--- config.mk ---
export PLATFORM = sky130hd
export DESIGN_NAME = mem_initiator
export DESIGN_NICKNAME = d
export VERILOG_FILES = /design/src/rtl/mem_initiator.sv
export SDC_FILE = /design/constraint.sdc
export NUM_CORES = 1
export LEC_CHECK = 0
export CAP_MARGIN = 20
export CORE_AREA = 3 3 78 87
export CTS_BUF_LIST = sky130_fd_sc_hd__clkbuf_4 sky130_fd_sc_hd__clkbuf_8
export CTS_CLUSTER_DIAMETER = 150
export CTS_CLUSTER_SIZE = 30
export DETAILED_ROUTE_END_ITERATION = 8
export DIE_AREA = 0 0 81 90
export PLACE_DENSITY = 0.81
export SLEW_MARGIN = 25
export SYNTH_ARGS = -nofsm -noshare
export SYNTH_HDL_FRONTEND = slang
export SYNTH_SLANG_ARGS = --single-unit
--- constraint.sdc ---
create_clock -name clk -period 2.35 [get_ports clk]
set_input_delay 0.47 -clock clk [delete_from_list [all_inputs] [get_ports clk]]
set_output_delay 0.47 -clock clk [all_outputs]
set_load 0.01 [all_outputs]
--- src/rtl/mem_initiator.sv ---
// mem_initiator: burst master that turns single read/write commands into
// per-beat accesses on a simple synchronous SRAM port (combinational read,
// write at posedge). Writes stream one beat per cycle; reads take one cycle
// to address the memory and at least one cycle to hand the beat off.
module mem_initiator #(
    parameter int WORD_SIZE = 16,
    parameter int ADDR_SIZE = 16,
    parameter int LEN_SIZE  = 8
) (
    input  logic                 clk,
    input  logic                 rst,

    input  logic                 cmd_valid,
    output logic                 cmd_ready,
    input  logic                 cmd_write,
    input  logic [ADDR_SIZE-1:0] cmd_addr,
    input  logic [LEN_SIZE-1:0]  cmd_len,

    input  logic                 wr_valid,
    output logic                 wr_ready,
    input  logic [WORD_SIZE-1:0] wr_data,

    output logic                 rd_valid,
    input  logic                 rd_ready,
    output logic [WORD_SIZE-1:0] rd_data,

    output logic [ADDR_SIZE-1:0] mem_addr,
    output logic [WORD_SIZE-1:0] mem_wdata,
    input  logic [WORD_SIZE-1:0] mem_rdata,
    output logic                 mem_we,
    output logic                 mem_oe,

    output logic                 busy,
    output logic                 done
);

    typedef enum logic [2:0] {
        S_IDLE  = 3'd0,
        S_WRITE = 3'd1,
        S_READ  = 3'd2,
        S_RWAIT = 3'd3,
        S_DONE  = 3'd4
    } state_t;

    state_t                 state_q;
    logic [ADDR_SIZE-1:0]   cur_addr_q;
    logic [LEN_SIZE-1:0]    remaining_q;   // beats left after the current one
    logic                   rd_valid_q;
    logic [WORD_SIZE-1:0]   rd_data_q;

    // Burst sequencer: command capture, beat counting, address stepping and
    // the read-data holding register. Address increment wraps naturally.
    always_ff @(posedge clk or posedge rst) begin
        if (rst) begin
            state_q     <= S_IDLE;
            cur_addr_q  <= '0;
            remaining_q <= '0;
            rd_valid_q  <= 1'b0;
            rd_data_q   <= '0;
        end else begin
            // NOTE: non-blocking assignments here so every branch reads the pre-edge register values.
            unique case (state_q)
                S_IDLE: begin
                    if (cmd_valid) begin
                        cur_addr_q  <= cmd_addr;
                        remaining_q <= cmd_len;
                        state_q     <= cmd_write ? S_WRITE : S_READ;
                    end
                end
                S_WRITE: begin
                    // The memory commits the beat on this same edge.
                    if (wr_valid) begin
                        if (remaining_q == '0) begin
                            state_q <= S_DONE;
                        end else begin
                            remaining_q <= remaining_q - LEN_SIZE'(1);
                            cur_addr_q  <= cur_addr_q + ADDR_SIZE'(1);
                        end
                    end
                end
                S_READ: begin
                    // Memory output is valid while addressed; capture it once.
                    rd_data_q  <= mem_rdata;
                    rd_valid_q <= 1'b1;
                    state_q    <= S_RWAIT;
                end
                S_RWAIT: begin
                    if (rd_valid_q && rd_ready) begin
                        rd_valid_q <= 1'b0;
                        if (remaining_q == '0) begin
                            state_q <= S_DONE;
                        end else begin
                            remaining_q <= remaining_q - LEN_SIZE'(1);
                            cur_addr_q  <= cur_addr_q + ADDR_SIZE'(1);
                            state_q     <= S_READ;
                        end
                    end
                end
                S_DONE: begin
                    state_q <= S_IDLE;
                end
                default: begin
                    state_q <= S_IDLE;
                end
            endcase
        end
    end

    // Port decode from the state register; only the write strobe and write
    // data pass straight through from the beat interface.
    always_comb begin
        // NOTE: every output gets a default first so no path can infer a latch.
        cmd_ready = 1'b0;
        wr_ready  = 1'b0;
        mem_we    = 1'b0;
        mem_oe    = 1'b0;
        mem_addr  = '0;
        mem_wdata = '0;
        busy      = 1'b1;
        done      = 1'b0;
        unique case (state_q)
            S_IDLE: begin
                cmd_ready = 1'b1;
                busy      = 1'b0;
            end
            S_WRITE: begin
                wr_ready  = 1'b1;
                mem_we    = wr_valid;
                mem_addr  = cur_addr_q;
                mem_wdata = wr_data;
            end
            S_READ: begin
                mem_oe   = 1'b1;
                mem_addr = cur_addr_q;
            end
            S_RWAIT: begin
                mem_addr = cur_addr_q;
            end
            S_DONE: begin
                done = 1'b1;
            end
            default: begin
                busy = 1'b1;
            end
        endcase
    end

    assign rd_valid = rd_valid_q;
    assign rd_data  = rd_data_q;

endmodule

==> flow_summary.toml, run 1 <==
[run_status]
status = "finished clean"

[floorplanning]
fp.dieW_microns = 81
core_area_sq_mm = 0.00588
rows = 29
die_h_microns = 90
die-area_sq_mm = 0.00729
start_util_pct = 43.4
io_pins = 117

[synthesis]
synth_compound_area_share_pct = 18.5
syn-num-nets = 350
synthXorXnorAreaFrac_pct = 0
ys.flop_type = "dfrtp_1"
synth_adder_area_share_pct = 1.47
syn_avg_cell_area_sq_um = 8.96
synth-seq-area-share_pct = 43.1
ys_ff_latch = 44
yosys_warnings = 0
synth.cell_area_sq_mm = 0.00255
synthArstFlopShare_pct = 100
yosys.cell_types.count = 40
syn_inst = 285
synth_edf_count = 0
yosys.area_share.simple_pct = 24.4
synth_top_family_by_area = "simple AND/OR/NAND/NOR gates"
synthMuxAreaShare_pct = 8.24

[clock_tree]
htreeDepth = 2
root_buffer = "clkbuf_8"
clk_path_buf_depth = 2
cts.clk_slew.worst_paths_ps = 90
insertion_delay_ps = 300
ctsHoldBuffers = 0
cts.sinks = 44
numCtsBuffers = 5
tritoncts = "yes"

[timing]
fin_tns_setup_ps = 0
fmax_mhz = 434
hold_slack_ps = 447
layout_setup_ws_ps = 46.7
worst_pin_slew_ps = 529
finalSetupViolCount = 0
fin_crit_ps = 2300
period_share_pct = 98.0
slew_headroom_pct = 64.5
finalHoldViolations = 0
skew_ps = 4.78
slew_viol_final = 0
rsz0062_at_grt = "true"

[critical_path]
critPathKind = "reg -> out"
end_kind = "primary output"
rrSetupSlack_ps = 200
crit_required_ps = 1880
reg2reg_to = "cur_addr_q[13]"
r2r_start = "state_q[2]"
crit_path_max_fanout = 15
cp-start-kind = "register"
crit_arrival_ps = 1830
r2r.worst_path.cells = 7

[power]
ir_drop_mv = 0.780
leakage_nw = 1.98
p_per_area_mw_per_mm2 = 1180

[worst_hold_path]
hp-class = "in -> async"

[detailed_routing]
routed_wl_mm = 7.51
ant_nets = 0
wl_met2_mm = 3.80
drt_iter0_drc = 99
first_pass_iters = 4
wl_met1_mm = 2.91
routedWlPerCell_microns = 15.4
viasPerCell = 5.30
wl_met3_microns = 692
num_vias = 2588
drc_errors = 0
dr.max_layer_used = "met4"

[layout]
final_cell_mix = "90 x clkdlybuf4s50_1, 43 x dfrtp_1, 35 x a21oi_1"
regArea_sq_mm = 0.00110
multi_input_area_sq_mm = 0.00137
drive_above_1_share_pct = 13.9
fin_nets = 475
area_growth_pct = 60.0
final_common_cell = "clkdlybuf4s50_1"
nFillCells = 474
fin_util_pct = 69.5
antenna_cells = 0
final_area_sq_mm = 0.00408

[global_route]
grt_pass1_wl_mm = 12.2
grt_usage_pct = 21.1
grt_pass1_vias = 2611
antenna_found_initial = 0
grt_max_degree = 19
gr-total-overflow = 0

[placement]
dp_slack_ps = -48.9
routabilityCongestion = 0.879
io_buffers = 116
dp_hpwl_mm = 5.67
placed_area_sq_mm = 0.00387

[flow_run]
cap_violations = 0
[per-stage QoR]
stage                     std cells  total power [mW]
after floorplan                 285              3.05
after global placement          478              4.21
after detailed placement        478              4.32
after CTS                       487              4.84
after global routing            488              5.21
final                           488              4.80
[state kept, by name (all words and copies together), names as in the netlist]
name and flops:
state_q 3, cur_addr_q 16, rd_data 16, remaining_q 8, rd_valid 1
[worst max path at each step]
| stage | from | to | slack, ps | cells past startpoint |
|---|---|---|---|---|
| 5_1_grt | state_q[2] | cmd_ready | -70 | 4 |
| 3_3_place_gp | cmd_valid | cur_addr_q[13] | 30 | 6 |
| 3_5_place_dp | cmd_valid | cur_addr_q[13] | -50 | 6 |
| 2_1_floorplan | state_q[2] | mem_wdata[10] | 340 | 6 |
| 4_1_cts | state_q[0] | mem_addr[14] | 9 | 5 |
| 6_report | state_q[2] | mem_addr[14] | 50 | 5 |
[synth_stat cells, drive strengths merged, types with 5 or more instances]
master / number / area, sq um
dfrtp: 44 / 1100
a21oi: 35 / 175
and2: 33 / 206
nor2: 24 / 90.1
nand2: 22 / 82.6
mux2: 16 / 180
o21ai: 16 / 80.1
buf: 10 / 60.1
nor3: 9 / 45.0
clkbuf: 8 / 30.0
nand3: 8 / 40.0
o22ai: 8 / 50.1
a211oi: 5 / 55.1
inv: 5 / 18.8
nand4: 5 / 31.3
[cell families after synthesis]
kind of cell	Yosys count
compound gates	77
fa+ha+maj	3
buf+inv	23
flops	44
mux	19
simple gates	119
[cell type report]
class,count,area share (%)
Clock buffer,7,2.21
Clock inverter,1,0.184
Inverter,5,0.460
Multi-Input combinational cell,218,33.5
Timing Repair Buffer,136,34.3
Tap cell,77,2.36
Sequential cell,44,27.0
[where the power goes]
group	switching, mW	internal, mW	leakage, nW
Combinational	1.32	1.50	1.43
Clock	0.266	0.251	0.0479
Sequential	0.327	1.14	0.498
Total	1.91	2.89	1.98
[worst max-delay path, stage by stage (launching register included)]
cell and delay (ps):
dfrtp_1 400, buf_4 160, nor2_1 130, buf_6 170, and2_1 140, clkdlybuf4s50_1 530
[what timing repair did]
action,in CTS,in global routing
setup endpoints to repair,32,34
cloned,0,1
setup buffers,1,0
resized for setup,1,35
[layer usage]
metal,vias up,GRT usage [%]
li1,1253,-
met1,1223,24.8
met2,103,35.1
met3,9,8.00
met4,0,6.20
met5,-,0
Note: power is estimated with default switching activity, not from simulation.
==> run 2, diff against run 1 <==
CORE_AREA = 2 2 77 86   (was 3 3 78 87)
DIE_AREA = 0 0 79 88   (was 0 0 81 90)
==> flow_summary.toml, run 2 (synthesis results as in run 1) <==
[layout]
fin_nets = 474
stdcell_count = 490
drive_above_1_share_pct = 13.7
antenna_cells = 0
final_area_sq_mm = 0.00406
final_cell_mix = "106 x clkdlybuf4s50_1, 43 x dfrtp_1, 35 x a21oi_1"
final_common_cell = "clkdlybuf4s50_1"
area_growth_pct = 58.9

[global_route]
gr-total-overflow = 0
grt_pass1_vias = 2511
antenna_found_initial = 0
grt_pass1_wl_mm = 11.4
grt_max_degree = 45
grt_usage_pct = 20.5

[critical_path]
cp-start-kind = "register"
crit_arrival_ps = 1810
critPathKind = "reg -> out"
crit_path_max_fanout = 15
r2r_start = "remaining_q[4]"
setup.worst_path.start = "state_q[1]"
end_kind = "primary output"
crit_required_ps = 1880

[placement]
dp_hpwl_mm = 5.33
dp.cells = 478
routabilityCongestion = 0.958
placed_area_sq_mm = 0.00386
io_buffers = 116

[floorplanning]
start_util_pct = 42.0
io_pins = 117
fp.dieW_microns = 79
core_area_sq_mm = 0.00608
die_h_microns = 88
die-area_sq_mm = 0.00695
rows = 30

[power]
power_mw = 4.87
p_per_area_mw_per_mm2 = 1200
leakage_nw = 1.72
ir_drop_mv = 0.651

[detailed_routing]
routedWlPerCell_microns = 14.7
routed_wl_mm = 7.18
drc_errors = 0
viasPerCell = 5.33
first_pass_iters = 5
drt_iter0_drc = 127
ant_nets = 0
num_vias = 2610

[timing]
skew_ps = 9.27
slew_headroom_pct = 61.5
finalHoldViolations = 0
period_share_pct = 97.2
worst_pin_slew_ps = 578
fmax_mhz = 438
slew_viol_final = 0
finalSetupViolCount = 0
fin_crit_ps = 2280

[clock_tree]
clk_path_buf_depth = 2
htreeDepth = 2
tritoncts = "yes"
cts.clk_slew.worst_paths_ps = 80
root_buffer = "clkbuf_8"
cts.sinks = 44
insertion_delay_ps = 300
numCtsBuffers = 5
ctsHoldBuffers = 0

[worst_hold_path]
worstHoldStart = "rd_data[13]"
hp-class = "reg -> reg"

[flow_run]
cap_violations = 0

[run_status]
status = "finished clean"
==> run 2: changes by cell type in the layout (fill, tap and decap cells not counted), sizes merged <==
cell | before | now
clkbuf | 7 | 5
buf | 20 | 19
clkdlybuf4s50 | 90 | 106
dlymetal6s2s | 26 | 10
clkinv | 1 | 2
bufinv | 0 | 1
==> run 2: layer usage <==
| metal | global-route usage, % | vias up | share of wire [%] |
|---|---|---|---|
| met3 | 4.12 | 16 | 7.4 |
| met1 | 24.7 | 1228 | 40 |
| met4 | 6.11 | 0 | 2.0 |
| li1 | - | 1254 | - |
| met2 | 37.0 | 112 | 51 |
| met5 | 0 | - | 0 |
==> run 2: final timing paths <==
path | to | cells past startpoint | slack, ps
min in group asynchronous | rd_data[12] | 3 | 620
setup / recovery | mem_addr[1] | 5 | 70
max in group asynchronous | state_q[1] | 3 | 1320
setup reg to reg | cur_addr_q[7] | 7 | 340
hold reg to reg | rd_data[13] | 1 | 510
hold / removal | rd_data[13] | 1 | 510
==> run 2: per-stage QoR <==
step,hold WS (ps),TNS [ps],setup slack [ps],utilization [%]
after global routing,531,-21.1,-6.30,66.7
after global placement,490,0,32.2,63.4
final,510,0,65.4,66.7
after detailed placement,495,-12.9,-10.0,63.4
after floorplan,505,0,336,-
after CTS,514,0,5.77,65.4
==> run 2: area by class of cell <==
type | instances | area (sq um)
fill | 511 | 2030
multi-input combinational | 218 | 1370
timing repair buffer | 135 | 1350
sequential | 44 | 1100
tap | 80 | 100
clock buffer | 5 | 68.8
clock inverter | 3 | 42.5
inverter | 5 | 18.8
==> run 2: repair_timing <==
action,in CTS,in global routing
resized for setup,1,19
setup endpoints to repair,30,34
gates cloned,0,1
setup buffers,1,2
==> run 2: worst max-delay path, cell delays in order, from the launching register on <==
cell and delay, ps:
dfrtp_2 480, nor2_1 190, nor2_1 70, buf_6 140
and2_1 150, clkdlybuf4s50_1 470
==> run 2: power by group <==
group	switching [mW]	internal, mW
Combinational	1.32	1.50
Clock	0.275	0.315
Sequential	0.328	1.13
==> run 3, diff against run 2 <==
SKIP_CTS_REPAIR_TIMING = 1   (was unset)
==> flow_summary.toml, run 3 (synthesis results as in run 1) <==
[run_status]
status = "finished clean"

[clock_tree]
clk_path_buf_depth = 2
cts.clk_slew.worst_paths_ps = 80
cts.sinks = 44
root_buffer = "clkbuf_8"
insertion_delay_ps = 300
numCtsBuffers = 5
tritoncts = "yes"
htreeDepth = 2

[critical_path]
crit_required_ps = 1880
cp-start-kind = "register"
crit_path_max_fanout = 19
cp_slowest_stage_delay_ps = 570
critical_path.top_delay_family = "buffers and inverters"
crit_path_top_delay_cell = "clkdlybuf4s50_1"
end_kind = "primary output"
crit_arrival_ps = 1820
path_buf_inv = 2
worstPathCellList = "buf_4 -> nor3b_2 -> clkdlybuf4s50_1"
critPathKind = "reg -> out"

[detailed_routing]
ant_nets = 0
drt_iter0_drc = 136
first_pass_iters = 4
num_vias = 2610
wl_met2_mm = 3.71
wl_met3_microns = 487
wl_met1_mm = 2.88
viasPerCell = 5.34
dr.max_layer_used = "met4"
routedWlPerCell_microns = 14.7
drc_errors = 0
routed_wl_mm = 7.21

[global_route]
gr-total-overflow = 0
antenna_found_initial = 0
grt_usage_pct = 20.4
grt_pass1_vias = 2500
grt_pass1_wl_mm = 11.4
grt_max_degree = 45

[floorplanning]
die_h_microns = 88
start_util_pct = 42.0
fp.dieW_microns = 79
rows = 30
core_area_sq_mm = 0.00608
die-area_sq_mm = 0.00695
io_pins = 117

[placement]
dp.cells = 478
routabilityCongestion = 0.958
dp_hpwl_mm = 5.33
io_buffers = 116

[layout]
nFillCells = 513
multi_input_area_sq_mm = 0.00137
drive_above_1_share_pct = 13.9
regArea_sq_mm = 0.00110
fin_util_pct = 66.5
antenna_cells = 0
final_common_cell = "clkdlybuf4s50_1"
final_cell_mix = "108 x clkdlybuf4s50_1, 42 x dfrtp_1, 35 x a21oi_1"
fin_nets = 473
stdcell_count = 489
area_growth_pct = 58.5

[timing]
period_share_pct = 97.4
slew_viol_final = 0
fin_tns_setup_ps = 0
fin_crit_ps = 2290
finalSetupViolCount = 0
slew_headroom_pct = 61.3
finalHoldViolations = 0
fmax_mhz = 437
skew_ps = 8.20
worst_pin_slew_ps = 580

[power]
ir_drop_mv = 0.655
p_per_area_mw_per_mm2 = 1210
power_mw = 4.90
leakage_nw = 1.78

[flow_run]
cap_violations = 0

[worst_hold_path]
hp-class = "reg -> reg"
[run 3: changes by cell type in the layout (fill, tap and decap cells not counted), sizes merged]
cell,delta
buf,-1
clkdlybuf4s50,+2
dlymetal6s2s,-2
[run 3: report_power, final]
part	switching (mW)	internal, mW
logic	1.32	1.52
registers	0.330	1.13
clock network	0.274	0.315
[run 3: path summary, 6_finish.rpt]
| path | slack, ps | endpoint | depth (start not counted) | start |
|---|---|---|---|---|
| max | 60 | mem_oe | 3 | state_q[0] |
| min | 510 | rd_data[13] | 1 | rd_data[13] |
| max reg2reg | 300 | cur_addr_q[10] | 7 | state_q[2] |
| min reg2reg | 510 | rd_data[13] | 1 | rd_data[13] |
| max in group asynchronous | 1300 | state_q[2] | 3 | rst |
| min in group asynchronous | 630 | rd_data[12] | 3 | rst |
[run 3: routing by layer]
layer,global-route usage (%),up-vias
li1,-,1249
met5,0,-
met2,36.7,107
met4,6.11,0
met1,24.7,1238
met3,4.12,16
[run 3: cell type report]
| cell class | instances | area share (%) |
|---|---|---|
| clock inverter | 3 | 1.05 |
| clock buffer | 5 | 1.70 |
| sequential | 44 | 27.3 |
| multi-input combinational | 218 | 33.9 |
| timing repair buffer | 134 | 33.1 |
| inverter | 5 | 0.464 |
| tap | 80 | 2.47 |
[run 3: metrics by stage]
stage	worst slack, ps	cell area [sq um]	hold WS, ps
3_5_place_dp	-10.0	3860	495
3_3_place_gp	32.2	3860	490
5_1_grt	-10.7	4050	531
2_1_floorplan	336	2550	505
4_1_cts	-84.4	3970	514
6_report	62.0	4050	510
